--- src/rtl/x86_muldiv.sv ---
// rtl/x86_muldiv.sv - iterative MUL/IMUL/DIV/IDIV unit, one radix-2 step per clock
module x86_muldiv #(
  parameter int WIDTH = 16
) (
  input  logic               clock,
  input  logic               reset,
  input  logic               start,
  input  logic [1:0]         op,
  input  logic               i_size,
  input  logic [2*WIDTH-1:0] a,
  input  logic [WIDTH-1:0]   b,
  output logic [WIDTH-1:0]   lo,
  output logic [WIDTH-1:0]   hi,
  output logic               cf_of,
  output logic               exc,
  output logic               busy,
  output logic               done
);

  localparam int W  = WIDTH;
  localparam int W2 = 2 * WIDTH;
  localparam int DW = 2 * WIDTH + 1;
  localparam int CW = $clog2(WIDTH + 1);

  typedef enum logic [2:0] {S_IDLE, S_PREP, S_ITER, S_FIX, S_DONE} state_t;

  state_t         state_q, state_d;
  logic [1:0]     op_q, op_d;
  logic           size_q, size_d;
  logic [W2-1:0]  a_q, a_d;
  logic [W-1:0]   b_q, b_d;
  logic [DW-1:0]  acc_q, acc_d;   // product accumulator / partial remainder
  logic [DW-1:0]  sh_q, sh_d;     // multiplicand shifting left / divisor shifting right
  logic [W-1:0]   bits_q, bits_d; // multiplier shifting right / quotient shifting in
  logic [CW-1:0]  cnt_q, cnt_d;
  logic [W-1:0]   lo_q, lo_d, hi_q, hi_d;
  logic           cf_q, cf_d, exc_q, exc_d;

  // Operand decode from captured values: size masks, magnitudes and result signs
  logic          wide, is_div, is_signed, sa_m, sa_d, sb, neg_res;
  logic [CW-1:0] n_bits;
  logic [W-1:0]  mask_n, half_n, am_n, b_n, am_abs, b_abs;
  logic [W2-1:0] mask_2n, ad_n, ad_abs, ad_hi;
  always_comb begin
    wide      = size_q && (W != 8);
    is_div    = op_q[1];
    is_signed = op_q[0];
    n_bits    = wide ? CW'(W) : CW'(8);
    mask_n    = wide ? {W{1'b1}} : W'(8'hFF);
    half_n    = wide ? (W'(1) << (W - 1)) : W'(8'h80);
    mask_2n   = wide ? {W2{1'b1}} : W2'(16'hFFFF);
    sa_m      = wide ? a_q[W-1]  : a_q[7];
    sa_d      = wide ? a_q[W2-1] : a_q[15];
    sb        = wide ? b_q[W-1]  : b_q[7];
    am_n      = a_q[W-1:0] & mask_n;
    b_n       = b_q & mask_n;
    ad_n      = a_q & mask_2n;
    // Magnitudes are taken modulo 2^N, so the most negative value maps to 2^(N-1)
    am_abs    = (is_signed && sa_m) ? ((W'(0) - am_n) & mask_n) : am_n;
    b_abs     = (is_signed && sb)   ? ((W'(0) - b_n) & mask_n)  : b_n;
    ad_abs    = (is_signed && sa_d) ? ((W2'(0) - ad_n) & mask_2n) : ad_n;
    ad_hi     = ad_n >> n_bits;
    neg_res   = is_signed && (is_div ? (sa_d ^ sb) : (sa_m ^ sb));
  end

  // Result formatting: sign correction, flag computation and IDIV range check
  logic [W2-1:0] prod_s;
  logic [W-1:0]  mlo, mhi, q_mag, r_mag, q_res, r_res;
  logic          mul_cf, imul_cf, quo_ovf, div_exc;
  always_comb begin
    prod_s  = neg_res ? ((W2'(0) - acc_q[W2-1:0]) & mask_2n) : acc_q[W2-1:0];
    mlo     = prod_s[W-1:0] & mask_n;
    mhi     = W'(prod_s >> n_bits) & mask_n;
    mul_cf  = (mhi != '0);
    imul_cf = (mhi != ((wide ? mlo[W-1] : mlo[7]) ? mask_n : '0));
    q_mag   = bits_q & mask_n;
    r_mag   = acc_q[W-1:0] & mask_n;
    // A leftover remainder >= divisor means the quotient needed more than N bits
    quo_ovf = (acc_q >= DW'(b_abs));
    div_exc = is_signed && (quo_ovf || (neg_res ? (q_mag > half_n) : (q_mag >= half_n)));
    q_res   = neg_res ? ((W'(0) - q_mag) & mask_n) : q_mag;
    r_res   = (is_signed && sa_d) ? ((W'(0) - r_mag) & mask_n) : r_mag;
  end

  // Next-state and datapath update for the operation sequence
  always_comb begin
    state_d = state_q;
    op_d    = op_q;
    size_d  = size_q;
    a_d     = a_q;
    b_d     = b_q;
    acc_d   = acc_q;
    sh_d    = sh_q;
    bits_d  = bits_q;
    cnt_d   = cnt_q;
    lo_d    = lo_q;
    hi_d    = hi_q;
    cf_d    = cf_q;
    exc_d   = exc_q;
    case (state_q)
      S_IDLE: begin
        if (start) begin
          state_d = S_PREP;
          op_d    = op;
          size_d  = i_size;
          a_d     = a;
          b_d     = b;
        end
      end
      S_PREP: begin
        if (is_div && ((b_n == '0) || (!is_signed && (ad_hi >= W2'(b_n))))) begin
          state_d = S_DONE;
          exc_d   = 1'b1;
        end else begin
          state_d = S_ITER;
          cnt_d   = n_bits;
          if (is_div) begin
            acc_d  = DW'(ad_abs);
            sh_d   = DW'(b_abs) << (n_bits - CW'(1));
            bits_d = '0;
          end else begin
            acc_d  = '0;
            sh_d   = DW'(am_abs);
            bits_d = b_abs;
          end
        end
      end
      S_ITER: begin
        if (is_div) begin
          if (acc_q >= sh_q) begin
            acc_d  = acc_q - sh_q;
            bits_d = {bits_q[W-2:0], 1'b1};
          end else begin
            bits_d = {bits_q[W-2:0], 1'b0};
          end
          sh_d = sh_q >> 1;
        end else begin
          if (bits_q[0]) acc_d = acc_q + sh_q;
          sh_d   = sh_q << 1;
          bits_d = bits_q >> 1;
        end
        cnt_d = cnt_q - CW'(1);
        if (cnt_q == CW'(1)) state_d = S_FIX;
      end
      S_FIX: begin
        state_d = S_DONE;
        if (is_div) begin
          exc_d = div_exc;
          if (!div_exc) begin
            lo_d = q_res;
            hi_d = r_res;
            cf_d = 1'b0;
          end
        end else begin
          exc_d = 1'b0;
          lo_d  = mlo;
          hi_d  = mhi;
          cf_d  = is_signed ? imul_cf : mul_cf;
        end
      end
      S_DONE:  state_d = S_IDLE;
      default: state_d = S_IDLE;
    endcase
  end

  // State and datapath registers; reset abandons any operation in flight
  always_ff @(posedge clock or posedge reset) begin
    if (reset) begin
      state_q <= S_IDLE;
      op_q    <= '0;
      size_q  <= 1'b0;
      a_q     <= '0;
      b_q     <= '0;
      acc_q   <= '0;
      sh_q    <= '0;
      bits_q  <= '0;
      cnt_q   <= '0;
      lo_q    <= '0;
      hi_q    <= '0;
      cf_q    <= 1'b0;
      exc_q   <= 1'b0;
    end else begin
      state_q <= state_d;
      op_q    <= op_d;
      size_q  <= size_d;
      a_q     <= a_d;
      b_q     <= b_d;
      acc_q   <= acc_d;
      sh_q    <= sh_d;
      bits_q  <= bits_d;
      cnt_q   <= cnt_d;
      lo_q    <= lo_d;
      hi_q    <= hi_d;
      cf_q    <= cf_d;
      exc_q   <= exc_d;
    end
  end

  assign lo    = lo_q;
  assign hi    = hi_q;
  assign cf_of = cf_q;
  assign exc   = exc_q;
  assign busy  = (state_q == S_PREP) || (state_q == S_ITER) || (state_q == S_FIX);
  assign done  = (state_q == S_DONE);

endmodule

--- config.mk ---
export PLATFORM = sky130hd
export DESIGN_NAME = x86_muldiv
export DESIGN_NICKNAME = d
export VERILOG_FILES = /design/src/rtl/x86_muldiv.sv
export SDC_FILE = /design/constraint.sdc
export NUM_CORES = 1
export LEC_CHECK = 0
export BUFFER_PORTS_ARGS = -buffer_cell sky130_fd_sc_hd__buf_2
export CORE_ASPECT_RATIO = 1.5
export CORE_MARGIN = 8
export CORE_UTILIZATION = 39
export DETAILED_ROUTE_END_ITERATION = 8
export GPL_TIMING_DRIVEN = 0
export PLACE_DENSITY = 0.65
export SLEW_MARGIN = 20
export SYNTH_ARGS = -nofsm -noshare
export SYNTH_HDL_FRONTEND = slang
export SYNTH_SLANG_ARGS = --single-unit
--- constraint.sdc ---
create_clock -name clock -period 12 [get_ports clock]
set_input_delay 1.2 -clock clock [delete_from_list [all_inputs] [get_ports clock]]
set_output_delay 1.2 -clock clock [all_outputs]
set_load 0.005 [all_outputs]
# --- Word-level counts from Yosys, hierarchy flattened ---
# Index checks and enable logic that the tools add are counted.
word_totals:
  register_bits: 175
  input_bits: 54
  output_inout_bits: 36
  word_cells: 130
op_classes:
  n_addsub: 10
  magnitude_cmp: 5
  eq_ne: 13
  shifts: 3
  muxes: 48
  bitwise: 15
  n_reduce_logical: 23
op_table:
  columns: ["operator", "count"]
  rows:
  - ["$mux W33", 7]
  - ["$mux W16", 14]
  - ["$and A16 B16 Y16", 10]
  - ["$pmux W33 S2", 2]
  - ["$mux W32", 4]
  - ["$and A32 B32 Y32", 3]
  - ["$sub A1 B16 Y16 const A", 4]
  - ["$sub A1 B32 Y32 const A", 2]
  - ["$add A33 B33 Y33", 1]
  - ["$ge A33 B16 Y1", 1]
  - ["$ge A33 B33 Y1", 1]
  - ["$shl A16 B5 Y33", 1]
  - ["$sub A33 B33 Y33", 1]
  - ["$ge A32 B16 Y1", 1]
  - ["$pmux W16 S2", 1]
  - ["$shr A32 B5 Y16", 1]
  - ["$shr A32 B5 Y32", 1]
  - ["$ge A16 B16 Y1", 1]
  - ["$gt A16 B16 Y1", 1]
  - ["$logic_not A16 Y1", 1]
  - ["$ne A16 B16 Y1", 1]
  - ["$reduce_bool A16 Y1", 1]
  - ["$mux W1", 12]
  - ["$pmux W3 S4", 1]
  - ["19 further kinds", 44]

# --- Depth between registers and ports, before layout ---
# Gate-level depths: netlist (run 1).
logic_depth:
  depth_word: 11
  mapped_depth: 20
  ltp_nobuf: 15

# --- Least setup slack after synthesis (run 1) ---
# Ideal clock, no wire load.
synth_timing:
  path_type: "reg-to-reg"
  start: "register size_q"
  end: "register acc_q[11]"
  setup_ps: 125
  arrival_time_ps: 5616
  required_time_ps: 11875
  slack_ps: 6259
  stages_incl_launch_ff: 19
  n_path_buf: 9
  period_less_slack_ps: 5741
  cell_sequence: "dfrtp_1 > clkbuf_1 > clkbuf_1 > clkbuf_1 > clkbuf_1 > buf_1 > clkbuf_1 > buf_1 > clkbuf_1 > mux2_2 > ha_1 > a2111oi_0 > o21ai_0 > a311o_1 > o31ai_1 > nand2_1 > nor2_1 > buf_2 > mux2_2"
synth_via:
  elab_chain_len: 9
  elab_cells_between_ends: 19
  classes_between: "order compare (1); eq/ne (1); shift (1); mux (8); bitwise (2); reduce/logical (6)"
synth_lines:
  columns: ["item", "line", "text"]
  rows:
  - ["from (decl)", "29", "logic size_q, size_d;"]
  - ["from (signal assigned)", "185", "size_q <= size_d;"]
  - ["$mux W32", "51", "mask_2n = wide ? {W2{1'b1}} : W2'(16'hFFFF);"]
  - ["$and A32 B32 Y32", "57", "ad_n = a_q & mask_2n;"]
  - ["$shr A32 B5 Y32", "62", "ad_hi = ad_n >> n_bits;"]
  - ["$ge A32 B16 Y1", "111", "if (is_div && ((b_n == '0) || (!is_signed && (ad_hi >= W2'(b_n))))) begin"]
  - ["$logic_and A1 B1 Y1", "111", null]
  - ["$logic_or A1 B1 Y1", "111", null]
  - ["$logic_and A1 B1 Y1", "111", null]
  - ["$ne A2 B2 Y1 (no line)", null, null]
  - ["$reduce_and A4 Y1 (no line)", null, null]
  - ["to (signal assigned)", "174", "acc_q <= '0;"]
  - ["to (signal assigned)", "188", "acc_q <= acc_d;"]
  - ["to (decl)", "32", "logic [DW-1:0] acc_q, acc_d;"]
# Several ways; a longest one is shown, not always the timed one. The select of a mux whose other input is x is not followed.
# A chain may end at the register's enable or synchronous reset.

# --- Worst setup path in the final report (run 1) ---
layout_timing:
  start: "register size_q"
  end: "register acc_q[5]"
# The elaborated chain is that of the path after synthesis.

==> results of run 1 <==
through the flow:
stage                     std cells  area, um2  setup WS (ns)
after floorplan                2021      16200           6.05
after global placement         2621      17200           2.53
after detailed placement       2622      17300           2.46
after CTS                      2654      17900           2.46
after global routing           2654      17900           2.00
final                          2654      17900           2.17
worst max-delay path, cell delays in order, from the launching register on:
cell and delay, ns:
dfrtp_1 0.34, clkbuf_1 0.29, clkbuf_1 0.66, clkbuf_1 0.55, clkbuf_1 0.56, buf_1 0.74
clkbuf_1 0.63, buf_1 0.88, clkbuf_1 0.64, mux2_2 0.41, ha_1 0.28, a2111oi_0 0.37
o21ai_0 0.32, a311o_1 0.47, o31ai_1 0.94, nand2_1 0.16, nor2_1 0.59, buf_2 0.48
mux2_2 0.38
kinds of logic after synthesis:
group | count (synthesis) | share of synthesized area, %
compound gates | 597 | 23.6
xor+xnor | 114 | 6.18
fa+ha+maj | 105 | 8.23
buf+inv | 254 | 6.07
flops | 175 | 27.1
mux | 143 | 9.79
simple gates | 633 | 19.0
state kept, by name (all words and copies together) (netlist names):
name     flops
hi          16
cf_of        1
state_q      3
op_q         2
a_q         32
size_q       1
exc          1
sh_q        33
acc_q       33
b_q         16
cnt_q        5
bits_q      16
lo          16
layout by cell type (no fill, tap or decap), types with 18 or more instances in the layout:
master	count
dfrtp_1	175
nor3_1	57
nand2b_1	24
a31oi_1	35
buf_2	93
a211oi_1	18
clkbuf_1	122
or4_1	23
or3_1	23
nand3_1	42
o21ai_0	145
inv_1	102
xnor2_1	75
xor2_1	39
nand2_1	170
mux2i_1	35
a21o_1	28
o211ai_1	33
nor2_1	182
ha_1	103
buf_1	18
o22ai_1	42
a21oi_1	148
nand4_1	21
mux2_2	106
cells in the mapped netlist, types with 5 or more instances:
cell type and number:
o41ai_1 8, a21oi_1 148, a2111oi_0 8, nor3_1 58
xnor2_1 75, and3_1 7, nor2_1 182, a21o_1 28
or2_2 7, o211ai_1 33, ha_1 103, a211oi_1 19
a22oi_1 14, dfrtp_1 175, mux2_2 106, nand2b_1 24
nand3_1 42, or4_1 23, o2111ai_1 5, buf_1 19
o22ai_1 42, nand2_1 170, and2_1 14, nor4_1 16
and4_1 6, nor3b_1 5, o21ai_0 145, xor2_1 39
clkbuf_1 122, nor2b_1 15, a221oi_1 10, a21boi_0 5
inv_1 103, mux2i_1 35, a31oi_1 35, or3_1 23
o31ai_1 17, nand4_1 21, o21bai_1 10, o21a_1 15
metal layers:
| metal | vias to the layer above | wire [um] |
|---|---|---|
| li1 | 7523 | - |
| met1 | 8375 | 26900 |
| met2 | 886 | 35700 |
| met3 | 271 | 4760 |
| met4 | 0 | 5890 |
| met5 | - | 0 |
layout make-up:
type,count,share of cell area (%)
clock inverter,15,0.952
tap,511,3.58
clock buffer,17,2.38
inverter,106,2.27
sequential,175,24.5
timing repair buffer,90,2.65
multi-input combinational,1592,60.4
buffer,148,3.27
how the worst min path moves through the flow:
stage / startpoint / end / slack [ns] / depth (start not counted)
6_report: cf_of$_DFFE_PP0P_ / cf_of$_DFFE_PP0P_ / 0.50 / 1
5_1_grt: hi[8]$_DFFE_PP0P_ / hi[8]$_DFFE_PP0P_ / 0.51 / 1
4_1_cts: hi[8]$_DFFE_PP0P_ / hi[8]$_DFFE_PP0P_ / 0.51 / 1
3_5_place_dp: hi[8]$_DFFE_PP0P_ / hi[8]$_DFFE_PP0P_ / 0.49 / 1
3_3_place_gp: exc$_DFFE_PP0P_ / exc$_DFFE_PP0P_ / 0.48 / 1
2_1_floorplan: exc$_DFFE_PP0P_ / exc$_DFFE_PP0P_ / 0.49 / 1
==> results.cfg, run 1 <==
[setup_path]
regToRegEndpoint = acc_q[5]$_DFFE_PP0P_
reg2reg_depth = 18
r2r_setup_slack_ns = 2.17
worstReg2RegStart = size_q$_DFFE_PP0P_
start_kind = flop
critical_path.startpoint = size_q$_DFFE_PP0P_
cp.required_ns = 12.35
cp.arrival_ns = 10.18
worstSetupPathType = reg2reg
critPathCaptureType = flop
critPathCapture = acc_q[5]$_DFFE_PP0P_
worstPathMaxFanout = 10

[logic_synthesis]
synthTopCellsByArea = dfrtp_1 27%, ha_1 8.0%, mux2_2 7.4%
synthDistinctLibCells = 78
synthFlopType = dfrtp_1
yosysTopAreaCell = dfrtp_1
synth_top_area_share_pct = 27.1
synth_edf_count = 0
synth_fp_nets = 2180
syn_inst = 2021
ys_ff_latch = 175
netlist_area_um2 = 16200
syn_avg_cell_area_um2 = 7.99
yosysWarnings = 0
synthArstFlopShare_pct = 100
synth-seq-area-share_pct = 27.1

[floorplan]
core.rowCount = 91
die_x_um = 182
num_io_pins = 90
die_y_um = 265
initial_core_util_pct = 39.4
coreArea_um2 = 41000
fp.dieArea_um2 = 48300

[layout]
fillers = 4284
diodes = 0
final_layout_size_suffix_gt1_share_pct = 12.6
syn_to_final_growth_pct = 10.7
multiInputGateArea_um2 = 10800
final_util_pct = 43.6
regArea_um2 = 4380
fin_nets = 2289

[sta]
slew_viol_final = 0
finalCritPeriodShare_pct = 81.9
tns_ns = 0
timing.hold.ws_ns = 0.499
tightest_slew_ns = 1.11
layout_min_cycle_time_ns = 9.83
finalHoldViolations = 0
slew-limit-headroom_pct = 25.3
rsz0062_at_grt = no
finClkSkew_ns = 0.00967
setup_violations = 0
fmax_mhz = 102

[grt]
grt.busiest_layer = met2
grt.met2_usage_pct = 51.2
grt-ovfl-total = 0
grt_pass1_wl_mm = 107
grt_max_degree = 90
grtUsageTotal_pct = 29.5
antenna_found_initial = 0
gr-usage-met3_pct = 3.93
grt_pass1_vias = 16600
grtUsageMet1_pct = 32.6

[status]
status = finished, violations left
failed_checks = design-rule violations

[clock_tree]
ctsResizeCount = 0
h-tree-depth = 4
cts_setup_buffers = 0
hold_buffers = 0
ctsLongestPathBuffers = 2
cts.sinks = 175
cts_tree = yes
cts_buffers = 17
clockRootBuffer = clkbuf_16
clk_latency_ns = 0.46
clk_pin_slew_ns = 0.08

[worst_hold_path]
hold_path_class = reg2reg

[detailed_routing]
vias_per_cell = 6.43
ant_nets = 0
drtIter0Drc = 1771
vias = 17100
wl_per_cell_um = 27.6
drc = 2
dr.pass1.iters = 8
totalWireLength_mm = 73.3

[placed_design]
place.detailed.hpwl_mm = 58.2
gp_congestion = 0.997
io_buffers = 89

[run]
max_cap_violations = 0
Power of run 1 is not shown: default switching activity piles up to over one toggle a cycle in this logic, so the estimate is an artifact.
==> inputs of run 2 (changes only) <==
==> constraint.sdc (replaced) <==
create_clock -name clock -period 9.7 [get_ports clock]
set_input_delay 0.97 -clock clock [delete_from_list [all_inputs] [get_ports clock]]
set_output_delay 0.97 -clock clock [all_outputs]
set_load 0.005 [all_outputs]
==> results.cfg, run 2 (synthesis results as in run 1) <==
[status]
status = finished clean

[floorplan]
die_y_um = 265
core.rowCount = 91
coreArea_um2 = 41000
die_x_um = 182
num_io_pins = 90
fp.dieArea_um2 = 48300
initial_core_util_pct = 39.4

[grt]
antenna_found_initial = 0
grt_pass1_vias = 16600
grt_pass1_wl_mm = 107
grt_max_degree = 90
grt-ovfl-total = 0
grtUsageTotal_pct = 29.5

[placed_design]
io_buffers = 89
dpl_worst_slack_ns = 0.163
gp_congestion = 0.997
placed_cells = 2622
place.detailed.hpwl_mm = 58.2

[clock_tree]
h-tree-depth = 4
hold_buffers = 0
cts_buffers = 17
clockRootBuffer = clkbuf_16
cts_tree = yes
cts.sinks = 175
clk_latency_ns = 0.47
ctsLongestPathBuffers = 2
clk_pin_slew_ns = 0.08

[sta]
fmax_mhz = 106
layout_setup_ws_ns = 0.258
tns_ns = 0
slew_viol_final = 0
tightest_slew_ns = 1.07
finalCritPeriodShare_pct = 97.3
finalHoldViolations = 0
setup_violations = 0
layout_min_cycle_time_ns = 9.44
timing.hold.ws_ns = 0.498
slew-limit-headroom_pct = 28.8
rsz0062_at_grt = no
finClkSkew_ns = 0.0119

[detailed_routing]
drtIter0Drc = 1726
totalWireLength_mm = 73.2
ant_nets = 0
dr.pass1.iters = 7
vias_per_cell = 6.41
wl_per_cell_um = 27.6
drc = 0
vias = 17000

[layout]
fillers = 4281
syn_to_final_growth_pct = 10.7
instances_no_fill = 2654
diodes = 0
final_common_cell = nor2_1
fin_nets = 2289
top_regs = acc_q (33), sh_q (33), a_q (32)
final_layout_size_suffix_gt1_share_pct = 12.6
mostFrequentLayoutCells = 182 x nor2_1, 175 x dfrtp_1, 170 x nand2_1

[setup_path]
critPathCaptureType = flop
regToRegEndpoint = acc_q[5]$_DFFE_PP0P_
r2r_setup_slack_ns = 0.26
cp.arrival_ns = 9.80
start_kind = flop
reg2reg_depth = 18
worstReg2RegStart = size_q$_DFFE_PP0P_
worstSetupPathType = reg2reg
cp.required_ns = 10.05
worstPathMaxFanout = 10

[worst_hold_path]
hold_path_class = reg2reg
hold_end = cf_of$_DFFE_PP0P_
hp-start = cf_of$_DFFE_PP0P_
holdPathStages = 1

[run]
max_cap_violations = 0
==> run 2: metrics by stage <==
stage,util [%],instance area (um2)
2_1_floorplan,-,16200
3_3_place_gp,42.0,17200
3_5_place_dp,42.2,17300
4_1_cts,43.6,17900
5_1_grt,43.6,17900
6_report,43.6,17900
==> run 2: cell type report <==
| cell class | count | area [um2] | share of cell area [%] |
|---|---|---|---|
| repair buffers | 90 | 473 | 2.64 |
| multi-input cells | 1592 | 10800 | 60.4 |
| inverters | 106 | 405 | 2.27 |
| clock buffers | 17 | 425 | 2.38 |
| flip-flops and latches | 175 | 4380 | 24.5 |
| plain buffers | 148 | 584 | 3.27 |
| clock inverters | 15 | 170 | 0.951 |
| well taps | 511 | 639 | 3.57 |
==> run 2: worst max path at each step <==
stage	startpoint	end	slack, ns	cells after the start
finish	size_q$_DFFE_PP0P_	acc_q[5]$_DFFE_PP0P_	0.26	18
global placement	size_q$_DFFE_PP0P_	acc_q[4]$_DFFE_PP0P_	0.23	18
detailed placement	size_q$_DFFE_PP0P_	acc_q[5]$_DFFE_PP0P_	0.16	18
CTS	size_q$_DFFE_PP0P_	acc_q[5]$_DFFE_PP0P_	0.16	18
floorplan	size_q$_DFFE_PP0P_	acc_q[11]$_DFFE_PP0P_	3.96	18
global route	size_q$_DFFE_PP0P_	acc_q[6]$_DFFE_PP0P_	0.02	18
==> run 2: layer usage <==
layer	vias to the layer above	global-route usage (%)	share of wire (%)
met4	0	22.0	8.5
met1	8308	32.6	37
met3	291	3.93	6.3
li1	7523	-	-
met2	903	51.2	48
met5	-	0	0
==> run 2: what timing repair did <==
item                       4_1_cts  5_1_grt
resized for setup                0        1
buffers inserted                 0        0
setup endpoints to repair        0       28
==> run 2: worst max-delay path: stages, from the launching register on <==
cell and delay [ns]:
dfrtp_1 0.34, clkbuf_1 0.29, clkbuf_1 0.65, clkbuf_1 0.56, clkbuf_1 0.56, buf_1 0.73
clkbuf_1 0.66, buf_1 0.82, clkbuf_1 0.63, mux2_2 0.41, ha_1 0.28, a2111oi_0 0.37
o21ai_0 0.32, a311o_1 0.48, o31ai_2 0.62, nand2_1 0.14, nor2_1 0.57, buf_2 0.48
mux2_2 0.39
Power of run 2 is left out for the same reason.
==> inputs of run 3 (changes only) <==
--- a/config.mk
+++ b/config.mk
@@ -8,10 +8,11 @@
 export BUFFER_PORTS_ARGS = -buffer_cell sky130_fd_sc_hd__buf_2
 export CORE_ASPECT_RATIO = 1.5
 export CORE_MARGIN = 8
-export CORE_UTILIZATION = 39
+export CORE_UTILIZATION = 35
 export DETAILED_ROUTE_END_ITERATION = 8
 export GPL_TIMING_DRIVEN = 0
-export PLACE_DENSITY = 0.65
+export PLACE_DENSITY = 0.56
+export REMOVE_ABC_BUFFERS = 1
 export SLEW_MARGIN = 20
 export SYNTH_ARGS = -nofsm -noshare
 export SYNTH_HDL_FRONTEND = slang
==> results.cfg, run 3 (synthesis results as in run 1) <==
[detailed_routing]
met1_length_mm = 23.3
vias_per_cell = 5.91
drc = 0
dr.pass1.iters = 5
wl_per_cell_um = 22.0
drtIter0Drc = 1103
vias = 15500
dr_wl_met2_mm = 28.7
routed.top_layer = met4
dr_wl_met3_mm = 2.40
totalWireLength_mm = 57.6
ant_nets = 0

[worst_hold_path]
hold_end = lo[12]$_DFFE_PP0P_
hp-start = lo[12]$_DFFE_PP0P_
holdPathStages = 1
hold_path_class = reg2reg

[clock_tree]
clk_pin_slew_ns = 0.08
h-tree-depth = 4
cts_setup_buffers = 0
cts_buffers = 17
cts_tree = yes
ctsLongestPathBuffers = 2
clockRootBuffer = clkbuf_16
clk_latency_ns = 0.46
cts.sinks = 175
ctsResizeCount = 0
hold_buffers = 0

[setup_path]
crit_path_frequent_cell = a21oi_1
slowest_stage = a21oi_1
cp_top_family = compound AO/OA/AOI/OAI gates
critPathCaptureType = flop
worstSetupPathType = reg2reg
worstPathMaxFanout = 21
crit_buf_inv = 2
cp.required_ns = 10.04
cp.arrival_ns = 5.75
r2r_setup_slack_ns = 4.29
regToRegEndpoint = hi[3]$_DFFE_PP0P_
cp_cell_sequence = inv_1 -> a21oi_1 -> nand2_1 -> xnor2_1 -> ha_1 -> a21o_1 -> a21o_1 -> a21oi_1 -> o21ai_0 -> a21oi_1 -> o2111a_1 -> nor2_4 -> buf_16 -> mux2_2
start_kind = flop
reg2reg_depth = 14
worstReg2RegStart = op_q[0]$_DFFE_PP0P_
cpPeakStageDelay_ns = 0.94

[layout]
fin_nets = 2174
syn_to_final_growth_pct = 10.8
final_layout_size_suffix_gt1_share_pct = 15.0
instances_no_fill = 2616
diodes = 0
fillers = 4743
top_regs = acc_q (33), sh_q (33), a_q (32)
final_common_cell = nor2_1
mostFrequentLayoutCells = 178 x nor2_1, 173 x dfrtp_1, 170 x nand2_1

[grt]
grt_pass1_vias = 15200
grtUsageTotal_pct = 21.3
grt-ovfl-total = 0
antenna_found_initial = 0
grt_pass1_wl_mm = 89.1
grt_max_degree = 78

[floorplan]
fp.dieArea_um2 = 53400
num_io_pins = 90
initial_core_util_pct = 35.4
core.rowCount = 96
die_x_um = 191
die_y_um = 279
coreArea_um2 = 45600

[placed_design]
placed_cells = 2584
dpl_worst_slack_ns = 4.41
gp_congestion = 0.924
place.detailed.hpwl_mm = 45.0
io_buffers = 89

[sta]
layout_setup_ws_ns = 4.29
setup_violations = 0
finalHoldViolations = 0
fmax_mhz = 185
tightest_slew_ns = 1.11
layout_min_cycle_time_ns = 5.41
finClkSkew_ns = 0.0132
finalCritPeriodShare_pct = 55.7
slew-limit-headroom_pct = 24.2
slew_viol_final = 0
rsz0062_at_grt = no

[status]
status = finished clean

[run]
max_cap_violations = 0
## run 3: area by class of cell
class,count,area (um2),share of cell area [%]
Inverter,106,405,2.27
Tap cell,588,736,4.11
Clock buffer,17,425,2.38
Sequential cell,175,4390,24.5
Multi-Input combinational cell,1592,10800,60.7
Clock inverter,15,173,0.965
Timing Repair Buffer,123,912,5.10
## run 3: through the flow
stage	TNS [ns]	instance area, um2	utilization [%]	hold slack [ns]
global placement	-566.74	16700	36.7	0.479
detailed placement	0	17300	37.9	0.476
floorplan	-55.46	15600	-	0.488
global route	0	17900	39.2	0.513
CTS	0	17900	39.2	0.504
finish	0	17900	39.2	0.500
## run 3: worst max path at each step
stage          cells past startpoint                 from                    end  slack [ns]
3_3_place_gp                       9   size_q$_DFFE_PP0P_   acc_q[2]$_DFFE_PP0P_       -8.33
4_1_cts                           15   size_q$_DFFE_PP0P_      hi[3]$_DFFE_PP0P_        4.38
5_1_grt                           15   size_q$_DFFE_PP0P_      hi[5]$_DFFE_PP0P_        4.06
6_report                          14  op_q[0]$_DFFE_PP0P_      hi[3]$_DFFE_PP0P_        4.29
3_5_place_dp                      15   size_q$_DFFE_PP0P_      hi[6]$_DFFE_PP0P_        4.41
2_1_floorplan                      9   size_q$_DFFE_PP0P_  acc_q[11]$_DFFE_PP0P_       -2.01
## run 3: metal layers
metal | up-vias | GRT usage [%]
met5 | - | 0
met3 | 154 | 2.34
li1 | 7303 | -
met2 | 501 | 37.3
met4 | 0 | 12.0
met1 | 7507 | 24.9
## run 3: worst register-to-register path: cells and delay by family, from the launching register on
kind	cells	cell delay, ns
adders and majority gates	1	0.29
xor gates and xnor gates	1	0.84
DFF	1	0.80
muxes	1	0.36
and+or+nand+nor	2	0.66
AOI/OAI and AO/OA	7	1.72
buffers and inverters	2	0.61
Power of run 3 is left out for the same reason.
